File: config.mk
export PLATFORM = sky130hd
export DESIGN_NAME = dm_arbiter
export DESIGN_NICKNAME = d
export VERILOG_FILES = /design/src/rtl/dm_arbiter.sv
export SDC_FILE = /design/constraint.sdc
export NUM_CORES = 1
export LEC_CHECK = 0
export ABC_AREA = 1
export CAP_MARGIN = 20
export CORE_AREA = 5 5 126 128
export CTS_BUF_LIST = sky130_fd_sc_hd__clkbuf_8
export DETAILED_ROUTE_END_ITERATION = 12
export DIE_AREA = 0 0 131 133
export DONT_BUFFER_PORTS = 1
export GPL_TIMING_DRIVEN = 1
export PLACE_DENSITY = 0.58
export SETUP_SLACK_MARGIN = 0.4
export SYNTH_ARGS = -nofsm -noshare
export SYNTH_HDL_FRONTEND = slang
export SYNTH_SLANG_ARGS = --single-unit
File: constraint.sdc
create_clock -name clk -period 1.4 [get_ports clk]
set_input_delay 0.14 -clock clk [delete_from_list [all_inputs] [get_ports clk]]
set_output_delay 0.14 -clock clk [all_outputs]
set_load 0.01 [all_outputs]
File: src/rtl/dm_arbiter.sv
// Round-robin two-master arbiter in front of a single-port word memory.
// Byte-enabled partial writes become read-modify-write sequences.
module dm_arbiter #(
  parameter int unsigned AW = 10,
  parameter int unsigned DW = 32
) (
  input  logic          clk,
  input  logic          rst_n,
  input  logic          m0_req,
  input  logic          m0_we,
  input  logic [DW/8-1:0] m0_be,
  input  logic [AW-1:0] m0_addr,
  input  logic [DW-1:0] m0_wdata,
  output logic          m0_ack,
  output logic [DW-1:0] m0_rdata,
  input  logic          m1_req,
  input  logic          m1_we,
  input  logic [DW/8-1:0] m1_be,
  input  logic [AW-1:0] m1_addr,
  input  logic [DW-1:0] m1_wdata,
  output logic          m1_ack,
  output logic [DW-1:0] m1_rdata,
  output logic [AW-1:0] dm_addr,
  output logic [DW-1:0] dm_din,
  output logic          dm_we,
  input  logic [DW-1:0] dm_dout
);

  localparam int unsigned NB = DW / 8;

  typedef enum logic [1:0] {IDLE, ACCESS, MERGE_WR, ACK} state_e;

  state_e          state_q;
  logic            last_q;
  logic            gnt_q;
  logic            we_q;
  logic [NB-1:0]   be_q;
  logic [AW-1:0]   addr_q;
  logic [DW-1:0]   wdata_q;
  logic [DW-1:0]   merge_q;
  logic [DW-1:0]   rdata_q;

  logic            gnt_valid_c;
  logic            gnt_id_c;
  logic            be_full_c;
  logic            be_none_c;
  logic [DW-1:0]   merged_c;

  // Arbitration: a lone requester wins; on a tie the master not granted last wins.
  always_comb begin
    gnt_valid_c = m0_req | m1_req;
    gnt_id_c    = 1'b0;
    if (m0_req && m1_req) begin
      gnt_id_c = ~last_q;
    end else begin
      gnt_id_c = m1_req;
    end
  end

  assign be_full_c = (be_q == {NB{1'b1}});
  assign be_none_c = (be_q == {NB{1'b0}});

  // Enabled lanes take new data, the rest keep the word read in ACCESS.
  always_comb begin
    merged_c = merge_q;
    for (int unsigned i = 0; i < NB; i++) begin
      if (be_q[i]) begin
        merged_c[i*8 +: 8] = wdata_q[i*8 +: 8];
      end
    end
  end

  always_ff @(posedge clk or negedge rst_n) begin
    if (!rst_n) begin
      state_q <= IDLE;
      last_q  <= 1'b1;
      gnt_q   <= 1'b0;
      we_q    <= 1'b0;
      be_q    <= '0;
      addr_q  <= '0;
      wdata_q <= '0;
      merge_q <= '0;
      rdata_q <= '0;
    end else begin
      case (state_q)
        IDLE: begin
          if (gnt_valid_c) begin
            gnt_q   <= gnt_id_c;
            we_q    <= gnt_id_c ? m1_we    : m0_we;
            be_q    <= gnt_id_c ? m1_be    : m0_be;
            addr_q  <= gnt_id_c ? m1_addr  : m0_addr;
            wdata_q <= gnt_id_c ? m1_wdata : m0_wdata;
            state_q <= ACCESS;
          end
        end
        ACCESS: begin
          if (!we_q) begin
            rdata_q <= dm_dout;
            state_q <= ACK;
          end else if (be_full_c || be_none_c) begin
            state_q <= ACK;
          end else begin
            merge_q <= dm_dout;
            state_q <= MERGE_WR;
          end
        end
        MERGE_WR: begin
          state_q <= ACK;
        end
        ACK: begin
          last_q  <= gnt_q;
          state_q <= IDLE;
        end
        default: begin
          state_q <= IDLE;
        end
      endcase
    end
  end

  // Memory strobes decode from state so reset drops them immediately.
  always_comb begin
    dm_we  = 1'b0;
    dm_din = '0;
    if (state_q == MERGE_WR) begin
      dm_we  = 1'b1;
      dm_din = merged_c;
    end else if (state_q == ACCESS && we_q && be_full_c) begin
      dm_we  = 1'b1;
      dm_din = wdata_q;
    end
  end

  assign dm_addr  = addr_q;
  assign m0_ack   = (state_q == ACK) && !gnt_q;
  assign m1_ack   = (state_q == ACK) &&  gnt_q;
  assign m0_rdata = rdata_q;
  assign m1_rdata = rdata_q;

endmodule

### Yosys cells after proc, flatten, opt, wreduce, memory -nomap -nowiden

Index checks and enable logic that the tools add are counted.

* flip-flop bits (word level): 115
* input port bits: 130
* output and inout bits: 109
* logic and storage cells: 47

* equality and inequality tests: 5
* mux-type cells: 17
* bitwise gates (word level): 4
* reductions and logical operators: 12

Operator list (number)
* $mux W32: 3
* $mux W8: 4
* $mux W10: 1
* $pmux W2 S4: 1
* $mux W1: 6
* $logic_and A1 B1 Y1: 5
* $eq A2 B2 Y1 const B: 2
* $eq A4 B4 Y1 const B: 1
* $logic_not A4 Y1: 1
* $mux W4: 1
* $reduce_and A2 Y1: 2
* $not A1 Y1: 3
* $reduce_and A3 Y1: 1
* $eq A2 B1 Y1 const B: 1
* $logic_not A2 Y1: 1
* $mux W2: 1
* $ne A2 B2 Y1 const B: 1
* $logic_not A1 Y1: 1
* $logic_or A1 B1 Y1: 1
* $or A1 B1 Y1: 1

### Depth between registers and ports, before layout

* depth after elaboration: 5
* depth in mapped cells: 9

### Worst setup path before layout

No wires, ideal clock.

* path type: reg2out
* start point: register state_q[0]
* end point: output dm_din[23]
* arrival time: 1387 ps
* required time: 1260 ps
* setup slack: -127 ps
* cell stages (with the launch flop): 8
* buffers on the path: 1
* cell sequence: dfrtp_1 -> inv_1 -> ha_1 -> clkinv_1 -> clkbuf_1 -> o21ai_0 -> o31ai_1 -> a21oi_1

* cells in the longest elaborated chain, start to end: 5
* elaborated cells between the ends (all ways): 6

Ends and longest elaborated chain
* start, declared: line 33 `state_e state_q;`
* start signal, assigned: line 75 `state_q <= IDLE;`
* start signal, assigned: line 93 `state_q <= ACCESS;`
* start signal, assigned: line 99 `state_q <= ACK;`
* $eq A2 B1 Y1: line 128 `end else if (state_q == ACCESS && we_q && be_full_c) begin`
* $logic_and A1 B1 Y1 (2 in a row): line 128
* $mux W32: line 128
* $mux W32 *: line 125 `if (state_q == MERGE_WR) begin`
* end, declared: line 24 `output logic [DW-1:0] dm_din,`

Every way passes the cells marked *; elsewhere a longest branch is shown, timed or not.

### Worst setup path after layout

* start point: register state_q[0]
* end point: output dm_din[24]

Same word-level chain as after synthesis.

==> flow_metrics.env <==
export IMPL_status="finished with violations"
export IMPL_violations="hold timing, setup timing"
export IMPL_ff_latch_area_mm2=0.00292
export IMPL_fin_cells=1042
export IMPL_io_buffers=0
export IMPL_cts_root_buf="clkbuf_8"
export IMPL_muxShareOfSynthArea=0
export IMPL_endpoint="dm_din[24]"
export IMPL_final_antenna_net_count=0
export IMPL_clock_skew_ns=0.0151
export IMPL_reg2reg_from="state_q[1]"
export IMPL_power_leakage_nw=4.16
export IMPL_fmax_mhz=495
export IMPL_dp_cells=833
export IMPL_finalSetupTns_ns=-40.93
export IMPL_final_nets=976
export IMPL_timing_slew_headroom=0.702
export IMPL_clock_path_buffers=2
export IMPL_seqPwrFrac=0.293
export IMPL_drive_gt1_frac=0.391
export IMPL_worst_slack_ns=-0.620
export IMPL_cp_max_fo=15
export IMPL_vias=5793
export IMPL_place_gp_congestion=0.809
export IMPL_cts_hold_buf=128
export IMPL_hold_viol=115
export IMPL_initial_core_util=0.398
export IMPL_fp_dieW_um=131
export IMPL_area_delta_synth_final_pct=66.5
export IMPL_die_area_mm2=0.0174
export IMPL_crit_required_ns=1.26
export IMPL_chipHeight_um=133
export IMPL_syn_num_nets=823
export IMPL_num_rows=45
export IMPL_via_per_inst=5.56
export IMPL_clock_sinks=115
export IMPL_cp_top_family="compound AO/OA/AOI/OAI gates"
export IMPL_io_pins=239
export IMPL_globalRouteOverflowTotal=0
export IMPL_crit_cells=7
export IMPL_antenna_found_initial=0
export IMPL_yosys_area_top_type="dfrtp_1"
export IMPL_dp_hpwl_mm=11.8
export IMPL_slowest_stage="dfrtp_2"
export IMPL_powerDensity_mw_per_mm2=2450
export IMPL_routed_wl_mm=23.2
export IMPL_synthSimpleGateAreaFrac=0.101
export IMPL_r2r_cells=10
export IMPL_cts_buffers=17
export IMPL_ys_warn_count=0
export IMPL_synth_compound_area_frac=0.256
export IMPL_cp_end_kind="output port"
export IMPL_regToRegSetupSlack_ns=-0.35
export IMPL_nFillCells=1068
export IMPL_r2r_end="wdata_q[18]"
export IMPL_track_usage=0.230
export IMPL_post_drt_wl_per_cell_um=22.2
export IMPL_yosysUniqueCellTypes=24
export IMPL_switching_power_w=0.0105
export IMPL_timing_hold_ws_ns=-0.607
export IMPL_synth_top_area_share=0.486
export IMPL_crit_start="state_q[0]"
export IMPL_setup_violations=146
export IMPL_p_sw_frac=0.439
export IMPL_rsz0062_at_grt="yes"
export IMPL_combPwrFrac=0.563
export IMPL_synthTopCellsByArea="dfrtp_1, o21ai_0, nand2_1"
export IMPL_synthAdderAreaFrac=0.0107
export IMPL_grt_pass1_wl_mm=31.0
export IMPL_drc=0
export IMPL_worstPathArrival_ns=1.88
export IMPL_hp_class="input port to asynchronous set/reset pin"
export IMPL_grt_pass1_vias=5911
export IMPL_synth_top_family_by_area="compound AO/OA/AOI/OAI gates"
export IMPL_fin_crit_sh=1.44
export IMPL_crit_buf_inv=3
export IMPL_avgSynthCellArea_um2=8.53
export IMPL_worstPathCellList="inv_2 > ha_4 > clkinv_8 > buf_16 > o21ai_0 > o31ai_1 > a21oi_2"
export IMPL_ir_drop_v=0.00133
export IMPL_syn_inst=688
export IMPL_drv_cap=0
export IMPL_power_share_clock=0.144
export IMPL_slew_viol_final=0
export IMPL_slowest_delay_ns=0.41
export IMPL_cell_internal_pwr_w=0.0134
export IMPL_crit_path_start_kind="flop"
export IMPL_clk_pin_slew_worst_paths_ns=0.07
export IMPL_multiInputGateArea_mm2=0.00312
export IMPL_clkLatencyLatePin_ns=0.44
export IMPL_cts_tree="built"
export IMPL_dr_pass1_iters=7
export IMPL_synthXorXnorAreaFrac=0
export IMPL_worst_pin_slew_ns=0.447
export IMPL_synthesis_area_mm2=0.00587
export IMPL_first_iter_violations=343
export IMPL_synth_seq_cells=115
export IMPL_synth_seq_area_share=0.491
export IMPL_antenna_cells=0
export IMPL_fin_util=0.662
export IMPL_period_needed_ns=2.02
export IMPL_critPathKind="flop to output port"
export IMPL_htree_levels=4
export IMPL_grt_max_degree=116
export IMPL_core_mm2=0.0148
state kept, by name, indices dropped and copies added (netlist names):
| name | cells |
|---|---|
| m0_rdata | 32 |
| gnt_q | 1 |
| merge_q | 32 |
| we_q | 1 |
| be_q | 4 |
| last_q | 1 |
| wdata_q | 32 |
| state_q | 2 |
| dm_addr | 10 |
layout make-up:
type / instances / area share
clock buffers: 20 / 0.0282
multi-input cells: 413 / 0.320
repair inverters: 1 / 0.000897
flip-flops and latches: 115 / 0.299
well taps: 188 / 0.0241
repair buffers: 216 / 0.279
inverters: 77 / 0.0328
clock inverters: 12 / 0.0168
power groups by stage:
stage	Combinational, W	Sequential, W	Clock [W]
after floorplan	0.00703	0.00618	0
after global placement	0.00755	0.00674	0
after detailed placement	0.00779	0.00679	0
after CTS	0.0101	0.00681	0.00352
after global routing	0.0143	0.00722	0.00366
final	0.0134	0.00700	0.00344
worst reg2reg max path, cell delays in order, from the launching register on:
cell and delay (ns):
dfrtp_1 0.43, inv_2 0.12, buf_6 0.11, ha_4 0.15
inv_4 0.04, a21oi_4 0.15, buf_12 0.18, buf_8 0.13
buf_16 0.12, o21ai_1 0.07, o22ai_1 0.16
cells by family (layout without fill, tap and decap cells):
kind of cell	Yosys count	in the layout
simple gates	148	149
buf+inv	161	326
flops	115	115
fa+ha+maj	5	5
compound gates	259	259
metrics by stage:
stage / instance area [µm²] / worst slack, ns / power [W]
global route: 9770 / -0.734 / 0.0252
floorplan: 6310 / 0.000506 / 0.0132
global placement: 6400 / -0.140 / 0.0143
finish: 9770 / -0.620 / 0.0239
CTS: 8740 / -0.600 / 0.0205
detailed placement: 6400 / -0.219 / 0.0146
cells in the final DEF (no fill, tap or decap), types with 8 or more instances in the layout:
cell,n
buf_6,15
nand2_1,64
buf_12,20
clkbuf_16,11
o22ai_1,31
o21ai_2,59
dlygate4sd3_1,128
o21ai_0,11
inv_1,68
o21ai_4,13
nor2_1,50
dfrtp_1,79
o31ai_1,9
buf_4,23
buf_8,8
dfrtp_2,35
buf_16,11
a21oi_4,13
o21ai_1,77
clkbuf_8,20
nand2_2,25
a21oi_2,20
o31ai_4,16
worst min-delay path by stage:
stage	start	to	slack [ns]
after global placement	rst_n	m0_rdata[17]	-0.15
after global routing	rst_n	m0_rdata[16]	-0.64
final	rst_n	merge_q[17]	-0.61
after detailed placement	rst_n	m0_rdata[18]	-0.15
after floorplan	rst_n	be_q[0]	-0.16
after CTS	rst_n	m0_rdata[13]	-0.64
Yosys cell counts:
library cell  instances
nand2_2               3
nand4_4               1
nand2_1              90
a21oi_4               1
a21oi_2               1
buf_2                16
clkbuf_1             24
o31ai_1              32
inv_2                 4
a21oi_1              32
nand3_1               2
ha_1                  5
dfstp_2               1
clkinv_1              1
o22ai_1              33
inv_1                72
o21ai_2              19
buf_4                33
dfrtp_1             114
o21ai_1              31
nand4_2               1
buf_6                11
o21ai_0             110
nor2_1               51
per-layer routing:
layer,routed length [µm],vias up,GRT usage,part of all wire
met2,11700,290,0.392,0.51
met5,0,-,0,0
met1,9110,2843,0.278,0.39
met3,1640,63,0.0525,0.071
li1,-,2597,-,-
met4,690,0,0.0914,0.030
timing repair:
action                     in CTS  in global routing
gates resized for setup        82                189
hold endpoints to repair      227                115
pin swaps                      10                 17
setup endpoints to repair     224                224
gates cloned                    9                 18
buffers inserted               13                  9
Note: power is estimated with default switching activity, not from simulation.
==> edit 1, RTL diff (config.mk and constraints unchanged) <==
Set the parameter `DW` to 16 (it was 32).
--- a/src/rtl/dm_arbiter.sv
+++ b/src/rtl/dm_arbiter.sv
@@ -3,5 +3,5 @@
 module dm_arbiter #(
   parameter int unsigned AW = 10,
-  parameter int unsigned DW = 32
+  parameter int unsigned DW = 16
 ) (
   input  logic          clk,
Interface: changed (8 resized); port bits go from 239 to 139. The function was not compared with the original's and may differ.
==> edit 1 against the original RTL <==
The run still ends with negative hold slack, negative setup slack left; sequential cell count fell by 50; final area fell by 50%; clock skew fell by 0.0045 ns; critical path depth did not move; via count fell by 44%; area after synthesis fell by 38%; power fell by 56%; core utilization fell by 33 points; setup slack improved by 0.33 ns; wire length fell by 51%; sequential share of layout area rose by 3.9 points; critical path type unchanged; largest power group unchanged.
==> edit 1: results (changes against the original RTL) <==
status: complete, but fails checks (unchanged)
failing checks: negative hold slack, negative setup slack (unchanged)
leakage power: 2.550 nW (was 4.163 nW)
Final setup viols: 64 (was 146)
met2 routed WL: 5518 um (was 11720 um)
Post-CTS Hold Buffers: 40 (was 128)
met1 Track Usage GR: 0.1520 (was 0.2777)
CP delay by family, top: buffers and inverters (was compound AO/OA/AOI/OAI gates)
syn_area_per_cell: 7.093 um2 (was 8.529 um2)
Crit path largest cell delay: 0.43 ns (was 0.41 ns)
Comb power frac: 0.445 (was 0.563)
Worst EP arrival: 1.55 ns (was 1.88 ns)
post-synthesis adder-cell area fraction: 0.02407 (was 0.01066)
setup bufs post-CTS: 2 (was 13)
CTS H-tree depth: 3 (was 4)
sequential-to-total area share from yosys stat: 0.4474 (was 0.4906)
PwrDens: 2147 mW/mm2 (was 2445 mW/mm2)
Slew HR: 0.7606 (was 0.7022)
post-synthesis compound-gate area fraction: 0.09491 (was 0.2563)
Setup WS post-layout: -0.2893 ns (was -0.6203 ns)
pre-CTS setup slack: 0.02211 ns (was -0.2185 ns)
via count: 3245 (was 5793)
Fin Hold WS: -0.5308 ns (was -0.6069 ns)
Synth cell types: 15 (was 24)
post-synthesis net count: 598 (was 823)
Resized cells post-CTS: 34 (was 82)
NetSw: 4.581 mW (was 10.48 mW)
Finished Layout Cells: 748 (was 1042)
violation count after the first detailed-route iteration: 169 (was 343)
final core occ: 0.3305 (was 0.6623)
Clock Skew: 0.01065 ns (was 0.01515 ns)
crit-path max FO: 15 (unchanged)
R2R setup slack: -0.13 ns (was -0.35 ns)
share of layout cells above drive strength 1: 0.2143 (was 0.3911)
Clk Latency, worst-skew pair: 0.36 ns (was 0.44 ns)
grt met2 use: 0.2034 (was 0.3925)
fillers: 1554 (was 1068)
TritonRoute pass-1 iters: 5 (was 7)
Placed Area: 0.003915 mm2 (was 0.006396 mm2)
Global Route Usage Sum: 0.1242 (was 0.2301)
largest net degree at the start of global routing: 66 (was 116)
Synth top cells by count: nand2_1, inv_1, nand3_1 (was dfrtp_1, o21ai_0, nand2_1)
met3 GRT Util: 0.04037 (was 0.05248)
Seq pwr share: 0.387 (was 0.293)
maximum vdd ir drop: 0.8931 mV (was 1.328 mV)
Hold Violations, Final: 69 (was 115)
dpl cells: 677 (was 833)
r2r worst-path depth: 9 (was 10)
per-cell routed wire length: 15.15 um (was 22.24 um)
top cells by area, synth: dfrtp_1, nand2_1, nand3_1, inv_1, o21ai_0 (was dfrtp_1, o21ai_0, nand2_1, inv_1, buf_4)
clock root buffer: clkbuf_8 (unchanged)
==> edit 1: cell count changes after synthesis, sizes merged, moves of 32 or more <==
cell / delta
dfrtp: -50
nand2: +57
nand3: +73
nor2: -46
o21ai: -107
o22ai: -33
o31ai: -32
==> edit 1: layout make-up <==
type / count / area share
clock inverters: 7 / 0.01771
multi-input cells: 306 / 0.3275
well taps: 188 / 0.04825
flip-flops and latches: 65 / 0.3383
inverters: 97 / 0.07469
clock buffers: 9 / 0.02541
repair buffers: 76 / 0.1681
==> edit 1: path summary, 6_finish.rpt <==
| check | endpoint | startpoint |
|---|---|---|
| max reg2reg | wdata_q[5]$_DFFE_PN0P_ | state_q[1]$_DFFE_PN0P_ |
| min in group clk | dm_addr[3]$_DFFE_PN0P_ | m1_req |
| max in group asynchronous | last_q$_DFFE_PN1N_ | rst_n |
| max | dm_din[4] | state_q[0]$_DFFE_PN0P_ |
| min | dm_addr[4]$_DFFE_PN0P_ | rst_n |
| min reg2reg | last_q$_DFFE_PN1N_ | last_q$_DFFE_PN1N_ |
==> edit 2, RTL diff (config.mk and constraints unchanged) <==
Made on the original files. Reset style: synchronous (`rst_n`), changed in one clocked block.
--- a/src/rtl/dm_arbiter.sv
+++ b/src/rtl/dm_arbiter.sv
@@ -71,5 +71,5 @@
   end
 
-  always_ff @(posedge clk or negedge rst_n) begin
+  always_ff @(posedge clk) begin
     if (!rst_n) begin
       state_q <= IDLE;
Behaviour: differs if rst_n is asserted again (counterexample within 4 cycles, from zero or initial values and one cycle with rst_n low); with rst_n held inactive, the same outputs for 4 cycles.
==> edit 2 against the original RTL <==
The run still ends with negative hold slack, negative setup slack left; area after synthesis down 7.2%; setup slack better by 0.11 ns; clock skew down 0.0072 ns; sequential cell count unchanged; wire length down 19%; power down 33%; final area down 23%; sequential power down 19%; largest cell class unchanged; largest power group unchanged.
==> edit 2: results (changes against the original RTL) <==
maximum vdd ir drop: 1.104 mV (was 1.328 mV)
Post-Syn Instances: 740 (was 688)
Global Route Usage Sum: 0.1914 (was 0.2301)
Switching Fraction: 0.4261 (was 0.4388)
Final setup viols: 103 (was 146)
NumNets Final: 921 (was 976)
largest net degree at the start of global routing: 115 (was 116)
dpl cells: 873 (was 833)
Fin Hold WS: -0.1891 ns (was -0.6069 ns)
vias in the first global route: 5103 (was 5911)
per-cell routed wire length: 18.98 um (was 22.24 um)
met3 GRT Util: 0.05773 (was 0.05248)
failing checks: negative hold slack, negative setup slack (unchanged)
sequential-to-total area share from yosys stat: 0.4227 (was 0.4906)
status: complete, but fails checks (unchanged)
R2R setup slack: -0.21 ns (was -0.35 ns)
global-route wire length before repair: 26120 um (was 30990 um)
top cells by area, synth: dfxtp_1, nor2_1, o21ai_0, nand2_1, a31oi_1 (was dfrtp_1, o21ai_0, nand2_1, inv_1, buf_4)
GP Congestion: 0.8344 (was 0.8094)
Synth cell types: 23 (was 24)
actual slew at the worst max-slew pin: 0.3681 ns (was 0.4467 ns)
Setup TNS Final: -20.04 ns (was -40.93 ns)
DP Wirelength: 11280 um (was 11760 um)
Setup WS post-layout: -0.5086 ns (was -0.6203 ns)
Hold Violations, Final: 113 (was 115)
Worst EP arrival: 1.77 ns (was 1.88 ns)
post-synthesis net count: 875 (was 823)
TritonRoute pass-1 iters: 6 (was 7)
edit 2: power groups by stage:
stage	clock (mW)	sequential, mW	combinational, mW
2_1_floorplan	0	5.15	4.59
3_5_place_dp	0	5.58	4.90
3_3_place_gp	0	5.57	4.75
5_1_grt	3.91	5.82	7.38
4_1_cts	3.75	5.59	5.98
6_report	3.66	5.67	6.78
edit 2: logic make-up (layout without fill, tap and decap cells):
logic type                 count (synthesis)  count (layout)  share of synthesized area
buffers and inverters                    113             172                     0.1137
DFF                                      115             115                     0.4227
adders and majority gates                  5               5                    0.01149
and+or+nand+nor                          311             311                     0.2591
AOI/OAI and AO/OA                        196             196                     0.1930
edit 2: final cells by class:
type | count | share of cell area
multi-input combinational | 512 | 0.4038
tap | 188 | 0.03139
timing repair buffer | 118 | 0.1796
sequential | 115 | 0.3090
clock buffer | 17 | 0.03122
clock inverter | 15 | 0.03055
inverter | 22 | 0.01436
edit 2: routing by layer:
metal | vias to the layer above | wire length [um]
met1 | 2516 | 7504
li1 | 2553 | -
met2 | 275 | 9216
met3 | 47 | 1565
met4 | 0 | 442
met5 | - | 0
edit 2: path summary, 6_finish.rpt:
kind	startpoint	end	cells after the start
worst min-delay path	rst_n	last_q$_SDFFE_PN1N_	1
worst max-delay path	state_q[0]$_SDFFE_PN0P_	dm_din[11]	7
worst max register to register	state_q[0]$_SDFFE_PN0P_	wdata_q[22]$_SDFFE_PN0P_	8
worst min register to register	last_q$_SDFFE_PN1N_	last_q$_SDFFE_PN1N_	2
edit 2: repair_timing:
item,CTS,global route
resized for setup,87,76
gates cloned,1,6
setup buffers,2,3
pin swaps,43,29
setup endpoints to repair,223,224
endpoints found under the hold margin,115,113
hold buffers,56,14
